[config.mk]
export PLATFORM = sky130hd
export DESIGN_NAME = req_encoder
export DESIGN_NICKNAME = d
export VERILOG_FILES = /design/src/rtl/req_encoder.sv
export SDC_FILE = /design/constraint.sdc
export NUM_CORES = 1
export LEC_CHECK = 0
export CORE_AREA = 2 2 39 41
export CTS_BUF_LIST = sky130_fd_sc_hd__clkbuf_4 sky130_fd_sc_hd__clkbuf_8 sky130_fd_sc_hd__clkbuf_16
export DETAILED_ROUTE_END_ITERATION = 12
export DIE_AREA = 0 0 41 43
export GPL_TIMING_DRIVEN = 0
export SLEW_MARGIN = 5
export SYNTH_ARGS = -nofsm -noshare
export SYNTH_HDL_FRONTEND = slang
export SYNTH_SLANG_ARGS = --single-unit
[constraint.sdc]
create_clock -name clk -period 1.4 [get_ports clk]
set_clock_uncertainty 0.15 [all_clocks]
set_input_delay 0.28 -clock clk [delete_from_list [all_inputs] [get_ports clk]]
set_output_delay 0.28 -clock clk [all_outputs]
set_load 0.05 [all_outputs]
[src/rtl/req_encoder.sv]
// req_encoder: pulsed one-hot/multi-hot requests are captured into sticky
// pending bits and handed out one index per valid/ready handshake.
// Build option: define RR_ARB_EN for round-robin selection; otherwise the
// lowest pending index wins (fixed priority). Ports and latency match in both.
module req_encoder #(
  parameter  int N = 4,
  localparam int W = $clog2(N)
) (
  input  logic         clk,
  input  logic         rst,
  input  logic         en,
  input  logic [N-1:0] req,
  output logic [W-1:0] code_o,
  output logic         valid_o,
  input  logic         ready_i,
  output logic         drop_o,
  output logic         busy_o
);

  logic [N-1:0] r_pend;
  logic [W-1:0] r_code;
  logic         r_valid;
  logic         r_drop;
`ifdef RR_ARB_EN
  logic [W-1:0] r_ptr;
`endif

  logic [W-1:0] w_sel;
  logic         w_found;
  logic         w_load;
  logic [N-1:0] w_clr;
  logic [N-1:0] w_set;

  // Pick the winning pending bit; the search order depends on the build.
  always_comb begin : sel_search
    logic [W-1:0] idx;
    // NOTE: every combinational output gets a default first so no path
    // leaves it unassigned, which would otherwise infer a latch.
    w_sel   = '0;
    w_found = 1'b0;
    idx     = '0;
    for (int k = 0; k < N; k++) begin
`ifdef RR_ARB_EN
      idx = r_ptr + W'(k);  // wraps modulo N because N is a power of two
`else
      idx = W'(k);
`endif
      if (!w_found && r_pend[idx]) begin
        w_sel   = idx;
        w_found = 1'b1;
      end
    end
  end

  // A new code is loaded whenever something is pending and the output slot
  // is empty or being emptied this cycle; the loaded bit is cleared.
  always_comb begin
    w_load = (|r_pend) && (!r_valid || ready_i);
    w_clr  = w_load ? (N'(1) << w_sel) : '0;
    w_set  = en ? req : '0;
  end

  // State update: pending capture (set beats clear), handshake, drop pulse.
  always_ff @(posedge clk) begin
    // NOTE: sequential state uses non-blocking assignments so every register
    // samples the pre-edge values regardless of statement order.
    if (rst) begin
      r_pend  <= '0;
      r_code  <= W'(N - 1);
      r_valid <= 1'b0;
      r_drop  <= 1'b0;
`ifdef RR_ARB_EN
      r_ptr   <= '0;
`endif
    end else begin
      r_pend <= (r_pend & ~w_clr) | w_set;
      r_drop <= |(w_set & r_pend & ~w_clr);
      if (w_load) begin
        r_code  <= w_sel;
        r_valid <= 1'b1;
`ifdef RR_ARB_EN
        r_ptr   <= w_sel + W'(1);
`endif
      end else if (r_valid && ready_i) begin
        r_valid <= 1'b0;  // code_o keeps its last value while idle
      end
    end
  end

  assign code_o  = r_code;
  assign valid_o = r_valid;
  assign drop_o  = r_drop;
  assign busy_o  = (|r_pend) || r_valid;

endmodule

### Word-level counts from Yosys, hierarchy flattened

Index checks and enable logic that the tools add are counted.

* register bits: 8
* input port bits: 8

* reduce and logical (&&, ||, !) cells: 14
* bitwise gates (word level): 5
* mux-type cells: 10
* shift-type cells: 1

Operators by type and width (count)
* 4-bit bitwise AND: 3
* 4-bit two-way mux: 2
* 4-bit OR reduction: 2
* 1-bit two-way mux: 6
* 1-bit logical AND: 5
* 1-bit logical NOT: 4
* 2-bit two-way mux: 2
* 4-bit inverter: 1
* 4-bit bitwise OR: 1
* 1-bit by 2-bit left shift with 4-bit output, first input constant: 1
* 1-bit logical OR: 2
* 2-bit nonzero test: 1

### Depth between registers and ports, before layout

Gate-level depths: netlist (run 1).

* depth in word-level cells: 15
* depth in mapped cells: 4

### Worst setup path after synthesis (run 1)

Ideal clock, no wire load.

* kind: register to output
* start point: register r_valid (netlist: valid_o)
* end point: output port busy_o
* setup slack: -0.170 ns
* cell stages (with the launch flop): 2
* buffers on the path: 0
* arrival time: 1.140 ns
* data required time: 0.970 ns
* cells stage by stage: dfxtp_1 nand3b_1

* word-level cells in the longest chain between the ends: 1

Ends and longest elaborated chain
* start: declaration: RTL line 22 `logic r_valid;`
* start signal: assignment: RTL line 70 `r_valid <= 1'b0;`
* start signal: assignment: RTL line 80 `r_valid <= 1'b1;`
* start signal: assignment: RTL line 85 `r_valid <= 1'b0;`
* 1-bit logical OR: RTL line 93 `assign busy_o = (|r_pend) || r_valid;`
* end: declaration: RTL line 17 `output logic busy_o`

No other way between the ends.

### Final worst setup path (run 1)

* start point: register r_pend[1]
* end point: output port busy_o

* word-level cells in the longest chain between the ends: 2

Ends and longest elaborated chain
* start: declaration: RTL line 20 `logic [N-1:0] r_pend;`
* start signal: assignment: RTL line 76 `r_pend <= (r_pend & ~w_clr) | w_set;`
* 4-bit OR reduction: RTL line 93
* 1-bit logical OR: RTL line 93

No other way between the ends.

==> flow_metrics.env, run 1 <==
export IMPL_syn_area_per_cell_um2=9.00
export IMPL_power_density_nw_per_um2=1010
export IMPL_antenna_found_initial=0
export IMPL_worstPathRequired_ns=0.97
export IMPL_cts_clk_slew_worst_paths_ns=0.06
export IMPL_grt_pass1_wl_um=1350
export IMPL_hold_class="in2reg"
export IMPL_ys_types=20
export IMPL_dpl_hpwl_um=573
export IMPL_synth_nets=49
export IMPL_final_min_clock_period_ns=1.47
export IMPL_final_setup_tns_ns=-0.112
export IMPL_status="finished with violations"
export IMPL_ys_ff_latch=8
export IMPL_area_growth_pct=59.3
export IMPL_pre_cts_ws_ns=-0.473
export IMPL_insertion_delay_ns=0.26
export IMPL_cts_max_level=1
export IMPL_cp_data_arrival_time_ns=1.04
export IMPL_yosysSeqAreaShare_pct=43.4
export IMPL_grt_total_usage_pct=12.6
export IMPL_drtPass1Iterations=2
export IMPL_period_share_pct=105
export IMPL_globalRouteOverflowTotal=0
export IMPL_routedWlPerCell_um=13.9
export IMPL_hold_buffers=0
export IMPL_die_h_um=43
export IMPL_grt_start_max_net_pins=11
export IMPL_crit_path_end="busy_o"
export IMPL_drc_errors=0
export IMPL_tightest_slew_ns=0.281
export IMPL_fmax_mhz=682
export IMPL_maxCapViolations=0
export IMPL_r2r_end="drop_o"
export IMPL_syn_area_um2=369
export IMPL_yosys_warnings=0
export IMPL_ir_drop_mv=0.563
export IMPL_design_die_area_um2=1760
export IMPL_start_kind="flip-flop"
export IMPL_numPortBuffers=11
export IMPL_nets=70
export IMPL_final_common_cell="clkdlybuf4s50_1"
export IMPL_grt_pass1_vias=314
export IMPL_reg2reg_slack_ns=0.09
export IMPL_cts_tree="yes"
export IMPL_finalWeightedCongestion=0.703
export IMPL_violations="negative setup slack"
export IMPL_io_pins=13
export IMPL_vias=386
export IMPL_cts_root_buf="clkbuf_4"
export IMPL_cts_sinks=8
export IMPL_rsz0062_at_grt="yes"
export IMPL_ant_nets=0
export IMPL_dpl_instance_area_um2=500
export IMPL_setup_violations=2
export IMPL_die_w_um=41
export IMPL_cts_inserted_buffers=3
export IMPL_setup_worst_path_end_class="output port"
export IMPL_finalHoldViolCount=0
export IMPL_fp_row_count=14
export IMPL_reg2reg_from="r_pend[2]"
export IMPL_start_util_pct=26.7
export IMPL_post_route_cells_drive_above_1_share_pct=38.3
export IMPL_p_leak_uw=0.000231
export IMPL_fin_area_um2=588
export IMPL_worstSetupPathType="reg2out"
export IMPL_setup_ws_ns=-0.0657
export IMPL_drt_iter0_markers=4
export IMPL_layout_common_cells="6 x clkdlybuf4s50_1, 5 x buf_4, 4 x nand2_1, 4 x dfxtp_4"
export IMPL_diodes=0
export IMPL_viasPerCell=5.08
export IMPL_r2r_cells=3
export IMPL_core_um2=1380
export IMPL_maxSlewViolCount=0
export IMPL_wirelength_um=1050
export IMPL_syn_inst=41
export IMPL_startpoint="r_pend[1]"
export IMPL_cts_buffer_depth=2
export IMPL_cp_max_fo=5
export IMPL_relSlewSlack_pct=81.1
-- Yosys cell counts, drive strengths merged --
master  n  share of area [%]
or2     2                3.4
o221ai  1                2.4
o41ai   1                4.4
o21ai   3                4.1
o31ai   1                2.0
a21oi   3                4.1
nor2b   1                1.7
a21o    2                4.1
nand2   4                4.1
o21bai  2                4.1
a221o   1                2.7
dfxtp   8                 43
a31oi   1                1.7
and2b   1                2.7
nand4b  1                2.4
nor2    4                4.1
clkbuf  1                1.4
nand3b  1                2.0
nand2b  2                3.4
a22oi   1                2.0
-- flip-flops by register name (all words and copies together) (netlist names) --
signal	count
r_pend	4
valid_o	1
drop_o	1
code_o	2
-- kinds of logic after synthesis --
group	count (synthesis)	synth area share [%]
flip-flops	8	43.4
buffers and inverters	1	1.35
AND/OR/NAND/NOR	16	23.7
AO/OA/AOI/OAI	16	31.5
-- worst min-delay path by stage --
stage | start | to | slack [ns] | cells past startpoint
floorplan | en | r_pend[2] | 0.27 | 2
global placement | r_pend[3] | r_pend[3] | 0.35 | 2
detailed placement | r_pend[3] | r_pend[3] | 0.35 | 2
CTS | rst | r_pend[2] | 0.15 | 2
global route | rst | r_pend[2] | 0.16 | 2
finish | rst | r_pend[2] | 0.15 | 2
-- cell type report --
cell class / instances / area [um^2]
Buffer: 1 / 5.00
Clock buffer: 3 / 22.5
Fill cell: 147 / 796
Multi-Input combinational cell: 32 / 230
Sequential cell: 8 / 176
Tap cell: 16 / 20.0
Timing Repair Buffer: 16 / 134
-- power by group --
group / switching, uW / total, uW / internal (uW)
registers: 17.8 / 258 / 240
clock network: 83.5 / 182 / 98.4
logic: 88.4 / 157 / 68.3
-- per-layer routing --
layer | share of wire, % | GRT usage, % | up-vias
met5 | 0 | 0 | -
met4 | 0.95 | 6.00 | 0
met1 | 42 | 15.0 | 180
met2 | 49 | 16.3 | 13
li1 | - | - | 191
met3 | 7.6 | 9.42 | 2
-- metrics by stage --
stage               cells  total power, uW  util (%)  hold slack, ns
finish                 76              597      42.5           0.151
global route           76              631      42.5           0.162
CTS                    71              590      39.4           0.150
detailed placement     68              401      36.2           0.347
global placement       68              402      36.2           0.348
floorplan              41              348         -           0.270
-- critical path: stages (launching register included) --
cell      delay, ns
dfxtp_4        0.37
nor2_4         0.14
nand3b_1       0.10
buf_6          0.16
-- timing repair --
| action | CTS | global route |
|---|---|---|
| setup endpoints to repair | 6 | 6 |
| setup buffers | 0 | 5 |
| gates resized for setup | 30 | 9 |
| pin swaps | 2 | 4 |
| endpoints found under the hold margin | 0 | 0 |
(Power assumes the default switching activity.)
==> inputs of run 2 (changes only) <==
--- a/config.mk
+++ b/config.mk
@@ -5,11 +5,13 @@
 export SDC_FILE = /design/constraint.sdc
 export NUM_CORES = 1
 export LEC_CHECK = 0
+export CAP_MARGIN = 0
 export CORE_AREA = 2 2 39 41
 export CTS_BUF_LIST = sky130_fd_sc_hd__clkbuf_4 sky130_fd_sc_hd__clkbuf_8 sky130_fd_sc_hd__clkbuf_16
 export DETAILED_ROUTE_END_ITERATION = 12
 export DIE_AREA = 0 0 41 43
 export GPL_TIMING_DRIVEN = 0
+export MAX_ROUTING_LAYER = met4
 export SLEW_MARGIN = 5
 export SYNTH_ARGS = -nofsm -noshare
 export SYNTH_HDL_FRONTEND = slang
==> constraint.sdc (replaced) <==
create_clock -name clk -period 1.75 [get_ports clk]
set_clock_uncertainty 0.15 [all_clocks]
set_input_delay 0.35 -clock clk [delete_from_list [all_inputs] [get_ports clk]]
set_output_delay 0.35 -clock clk [all_outputs]
set_load 0.05 [all_outputs]
==> run 2 against run 1 <==
Effect of this change:
- the flow now finishes without violations
- wire length down 17%
- largest cell class unchanged
- worst setup slack better by 0.15 ns
- non-clock buffer count down 5
- largest power group unchanged
- sequential share of layout area up 1.5 points
- via count down 7.0%
- clock power down 23%
==> flow_metrics.env, run 2 (synthesis gave the netlist of run 1 again) <==
export IMPL_pre_cts_ws_ns=-0.199
export IMPL_r2r_cells=3
export IMPL_top_register="r_pend"
export IMPL_layout_common_cells="7 x dfxtp_1, 6 x clkdlybuf4s50_1, 4 x nor2_1, 4 x nand2_1, 4 x dlygate4sd2_1"
export IMPL_cts_inserted_buffers=3
export IMPL_rsz0062_at_grt="no"
export IMPL_cts_root_buf="clkbuf_4"
export IMPL_finalPower_uw=450
export IMPL_path_depth=1
export IMPL_hold_buffers=0
export IMPL_setup_worst_path_end_class="output port"
export IMPL_area_growth_pct=39.0
export IMPL_final_min_clock_period_ns=1.67
export IMPL_fmax_mhz=600
export IMPL_power_density_nw_per_um2=878
export IMPL_start_util_pct=26.7
export IMPL_dpl_hpwl_um=592
export IMPL_start_kind="flip-flop"
export IMPL_post_route_cells_drive_above_1_share_pct=14.5
export IMPL_crit_chain="dlygate4sd2_1"
export IMPL_grt_total_usage_pct=12.9
export IMPL_wirelength_um=872
export IMPL_num_fill_cells=159
export IMPL_core_um2=1380
export IMPL_cts_setup_buffers=0
export IMPL_die_h_um=43
export IMPL_cts_tree="yes"
export IMPL_grt_pass1_vias=336
export IMPL_cts_buffer_depth=2
export IMPL_cts_max_level=1
export IMPL_p_leak_uw=0.000199
export IMPL_finalHoldViolCount=0
export IMPL_fp_row_count=14
export IMPL_ir_drop_mv=0.293
export IMPL_setup_ws_ns=0.0840
export IMPL_worst_hold_slack_ns=0.237
export IMPL_drtPass1Iterations=4
export IMPL_viasPerCell=5.06
export IMPL_worstPathRequired_ns=1.25
export IMPL_maxCapViolations=0
export IMPL_maxSlewViolCount=0
export IMPL_cts_clk_slew_worst_paths_ns=0.05
export IMPL_finalWeightedCongestion=0.689
export IMPL_globalRouteOverflowTotal=0
export IMPL_relSlewSlack_pct=67.8
export IMPL_r2r_end="drop_o"
export IMPL_diodes=0
export IMPL_critPathTopFamily="buffers and inverters"
export IMPL_fin_util_pct=37.1
export IMPL_reg2reg_slack_ns=0.50
export IMPL_crit_buf_inv=1
export IMPL_crit_path_end="valid_o"
export IMPL_cp_data_arrival_time_ns=1.17
export IMPL_worstSetupPathType="reg2out"
export IMPL_cts_sinks=8
export IMPL_ant_nets=0
export IMPL_vias=359
export IMPL_reg2reg_from="valid_o"
export IMPL_largest_reg_flops=4
export IMPL_final_common_cell="dfxtp_1"
export IMPL_design_die_area_um2=1760
export IMPL_routedWlPerCell_um=12.3
export IMPL_cp_slowest_cell="dlygate4sd2_1"
export IMPL_drt_iter0_markers=11
export IMPL_setup_violations=0
export IMPL_hold_class="in2reg"
export IMPL_period_share_pct=95.2
export IMPL_drc_errors=0
export IMPL_numPortBuffers=11
export IMPL_grt_start_max_net_pins=11
export IMPL_hold_path_startpoint="rst"
export IMPL_nets=65
export IMPL_insertion_delay_ns=0.25
export IMPL_cp_slowest_stage_delay_ns=0.54
export IMPL_io_pins=13
export IMPL_die_w_um=41
export IMPL_startpoint="valid_o"
export IMPL_grt_pass1_wl_um=1410
export IMPL_status="completed"
export IMPL_cp_max_fo=5
export IMPL_antenna_found_initial=0
export IMPL_tightest_slew_ns=0.485
run 2: worst min path at each step:
stage                     slack (ns)   endpoint  cells after the start
final                           0.24  r_pend[2]                      2
after global routing            0.25  r_pend[1]                      2
after CTS                       0.24  r_pend[2]                      2
after detailed placement        0.35  r_pend[3]                      2
after global placement          0.35  r_pend[3]                      2
after floorplan                 0.31  r_pend[3]                      2
run 2: per-stage QoR:
stage          std cells  TNS [ns]  cell area (um^2)
2_1_floorplan         41         0               369
3_3_place_gp          68    -0.230               499
3_5_place_dp          68    -0.230               499
4_1_cts               71         0               512
5_1_grt               71         0               513
6_report              71         0               513
run 2: area by class of cell:
cell class,instances,area (um^2),share of cell area (%)
multi-input cells,32,204,39.8
flip-flops and latches,8,161,31.5
repair buffers,11,100,19.5
clock buffers,3,22.5,4.39
well taps,16,20.0,3.90
plain buffers,1,5.00,0.976
run 2: where the power goes:
| group | switching [uW] | internal, uW |
|---|---|---|
| registers | 11.0 | 194 |
| logic | 64.2 | 40.0 |
| clock network | 62.3 | 78.5 |
run 2: repair_timing:
item / in CTS / in global routing
endpoints found under the setup margin: 5 / 1
endpoints found under the hold margin: 0 / 0
resized for setup: 9 / 1
run 2: per-layer routing:
layer	part of all wire [%]	global-route usage (%)	vias up	routed length, um
met5	0	-	-	0
met4	2.8	8.00	0	24
met3	8.1	6.28	4	71
met2	44	17.8	13	387
met1	45	14.2	162	389
li1	-	-	180	-
==> inputs of run 3 (changes only) <==
--- a/config.mk
+++ b/config.mk
@@ -10,7 +10,6 @@
 export CTS_BUF_LIST = sky130_fd_sc_hd__clkbuf_4 sky130_fd_sc_hd__clkbuf_8 sky130_fd_sc_hd__clkbuf_16
 export DETAILED_ROUTE_END_ITERATION = 12
 export DIE_AREA = 0 0 41 43
-export GPL_TIMING_DRIVEN = 0
 export MAX_ROUTING_LAYER = met4
 export SLEW_MARGIN = 5
 export SYNTH_ARGS = -nofsm -noshare
==> run 3 against run 2 <==
Effect of this change:
- register-to-register slack worse by 0.06 ns
- maximum frequency down 1.1%
- wire length up 9.5%
- sequential power about the same
- power up 7.3%
- critical path type unchanged
==> flow_metrics.env, run 3 (synthesis gave the netlist of run 1 again) <==
export IMPL_crit_buf_inv=1
export IMPL_io_pins=13
export IMPL_ant_nets=0
export IMPL_finalHoldViolCount=0
export IMPL_r2r_cells=3
export IMPL_design_die_area_um2=1760
export IMPL_maxSlewViolCount=0
export IMPL_setup_violations=0
export IMPL_setup_worst_path_end_class="output port"
export IMPL_cts_sinks=8
export IMPL_start_kind="flip-flop"
export IMPL_status="completed"
export IMPL_top_register="r_pend"
export IMPL_worstSetupPathType="reg2out"
export IMPL_worstPathRequired_ns=1.25
export IMPL_diodes=0
export IMPL_core_um2=1380
export IMPL_reg2reg_slack_ns=0.44
export IMPL_globalRouteOverflowTotal=0
export IMPL_fin_area_um2=567
export IMPL_drt_iter0_markers=11
export IMPL_dpl_instance_area_um2=544
export IMPL_antenna_found_initial=0
export IMPL_reg2reg_from="valid_o"
export IMPL_final_setup_tns_ns=0
export IMPL_path_depth=3
export IMPL_numPortBuffers=12
export IMPL_die_h_um=43
export IMPL_power_density_nw_per_um2=853
export IMPL_r2r_end="drop_o"
export IMPL_finalWeightedCongestion=0.651
export IMPL_insertion_delay_ns=0.25
export IMPL_cts_buffer_depth=2
export IMPL_crit_chain="nor2_1 > nand3b_1 > buf_12"
export IMPL_final_common_cell="dfxtp_1"
export IMPL_dp_cells=70
export IMPL_startpoint="r_pend[1]"
export IMPL_fmax_mhz=594
export IMPL_final_min_clock_period_ns=1.68
export IMPL_cts_root_buf="clkbuf_4"
export IMPL_crit_path_end="busy_o"
export IMPL_critPathTopFamily="simple AND/OR/NAND/NOR gates"
export IMPL_cts_tree="yes"
export IMPL_cp_slowest_stage_delay_ns=0.37
export IMPL_drtPass1Iterations=4
export IMPL_largest_reg_flops=4
export IMPL_cts_clk_slew_worst_paths_ns=0.05
export IMPL_cts_resized_gates=0
export IMPL_period_share_pct=96.3
export IMPL_die_w_um=41
export IMPL_cts_max_level=1
export IMPL_p_leak_uw=0.000223
export IMPL_ir_drop_mv=0.280
export IMPL_viasPerCell=5.23
export IMPL_cp_slowest_cell="dfxtp_1"
export IMPL_hold_buffers=0
export IMPL_hold_class="reg2reg"
export IMPL_post_route_cells_drive_above_1_share_pct=21.1
export IMPL_grt_pass1_wl_um=1460
export IMPL_fp_row_count=14
export IMPL_relSlewSlack_pct=78.7
export IMPL_area_growth_pct=53.6
export IMPL_worst_hold_slack_ns=0.351
export IMPL_final_cells=73
export IMPL_nets=67
export IMPL_fin_util_pct=41.0
export IMPL_grt_pass1_vias=351
export IMPL_tightest_slew_ns=0.315
export IMPL_dpl_hpwl_um=645
export IMPL_grt_total_usage_pct=13.2
export IMPL_layout_common_cells="8 x dfxtp_1, 7 x clkdlybuf4s50_1, 4 x nor2_1, 4 x nand2_1, 4 x buf_4"
export IMPL_grt_start_max_net_pins=9
export IMPL_rsz0062_at_grt="no"
export IMPL_vias=382
export IMPL_cp_max_fo=7
export IMPL_cp_data_arrival_time_ns=1.18
export IMPL_start_util_pct=26.7
export IMPL_cts_inserted_buffers=3
export IMPL_cts_setup_buffers=0
export IMPL_routedWlPerCell_um=13.1
export IMPL_wirelength_um=955
export IMPL_maxCapViolations=0
export IMPL_drc_errors=0
-- run 3: layout make-up --
type,instances,area [um^2]
timing repair buffer,14,160
tap,16,20.0
multi-input combinational,32,204
clock buffer,3,22.5
fill,148,817
sequential,8,160
-- run 3: metal layers --
layer / GRT usage (%) / routed length, um / part of all wire, %
met4: 10.0 / 27 / 2.8
met1: 12.5 / 376 / 39
met3: 3.14 / 55 / 5.8
met2: 21.3 / 495 / 52
met5: - / 0 / 0
-- run 3: how the worst min path moves through the flow --
stage	from	endpoint	slack, ns	cells after the start
2_1_floorplan	r_pend[3]	r_pend[3]	0.31	2
3_3_place_gp	r_pend[3]	r_pend[3]	0.34	2
3_5_place_dp	r_pend[3]	r_pend[3]	0.34	2
4_1_cts	r_pend[3]	r_pend[3]	0.35	2
5_1_grt	r_pend[3]	r_pend[3]	0.39	2
6_report	r_pend[3]	r_pend[3]	0.35	2
-- run 3: power by group --
part / leakage [uW] / internal (uW) / switching, uW
clock: 0.0000138 / 78.4 / 61.4
sequential: 0.0000659 / 194 / 14.2
combinational: 0.000143 / 67.2 / 67.8
-- run 3: worst register-to-register path: cells and delay by family (launching register included) --
family	cells	cell delay, ns
simple gates	1	0.20
flops	1	0.36
compound gates	2	0.47
-- run 3: through the flow --
stage / power [uW] / setup WS, ns
after floorplan: 278 / 0.110
after detailed placement: 346 / 0.0186
after CTS: 490 / 0.0551
after global placement: 347 / 0.0470
after global routing: 507 / 0.000616
final: 483 / 0.0651
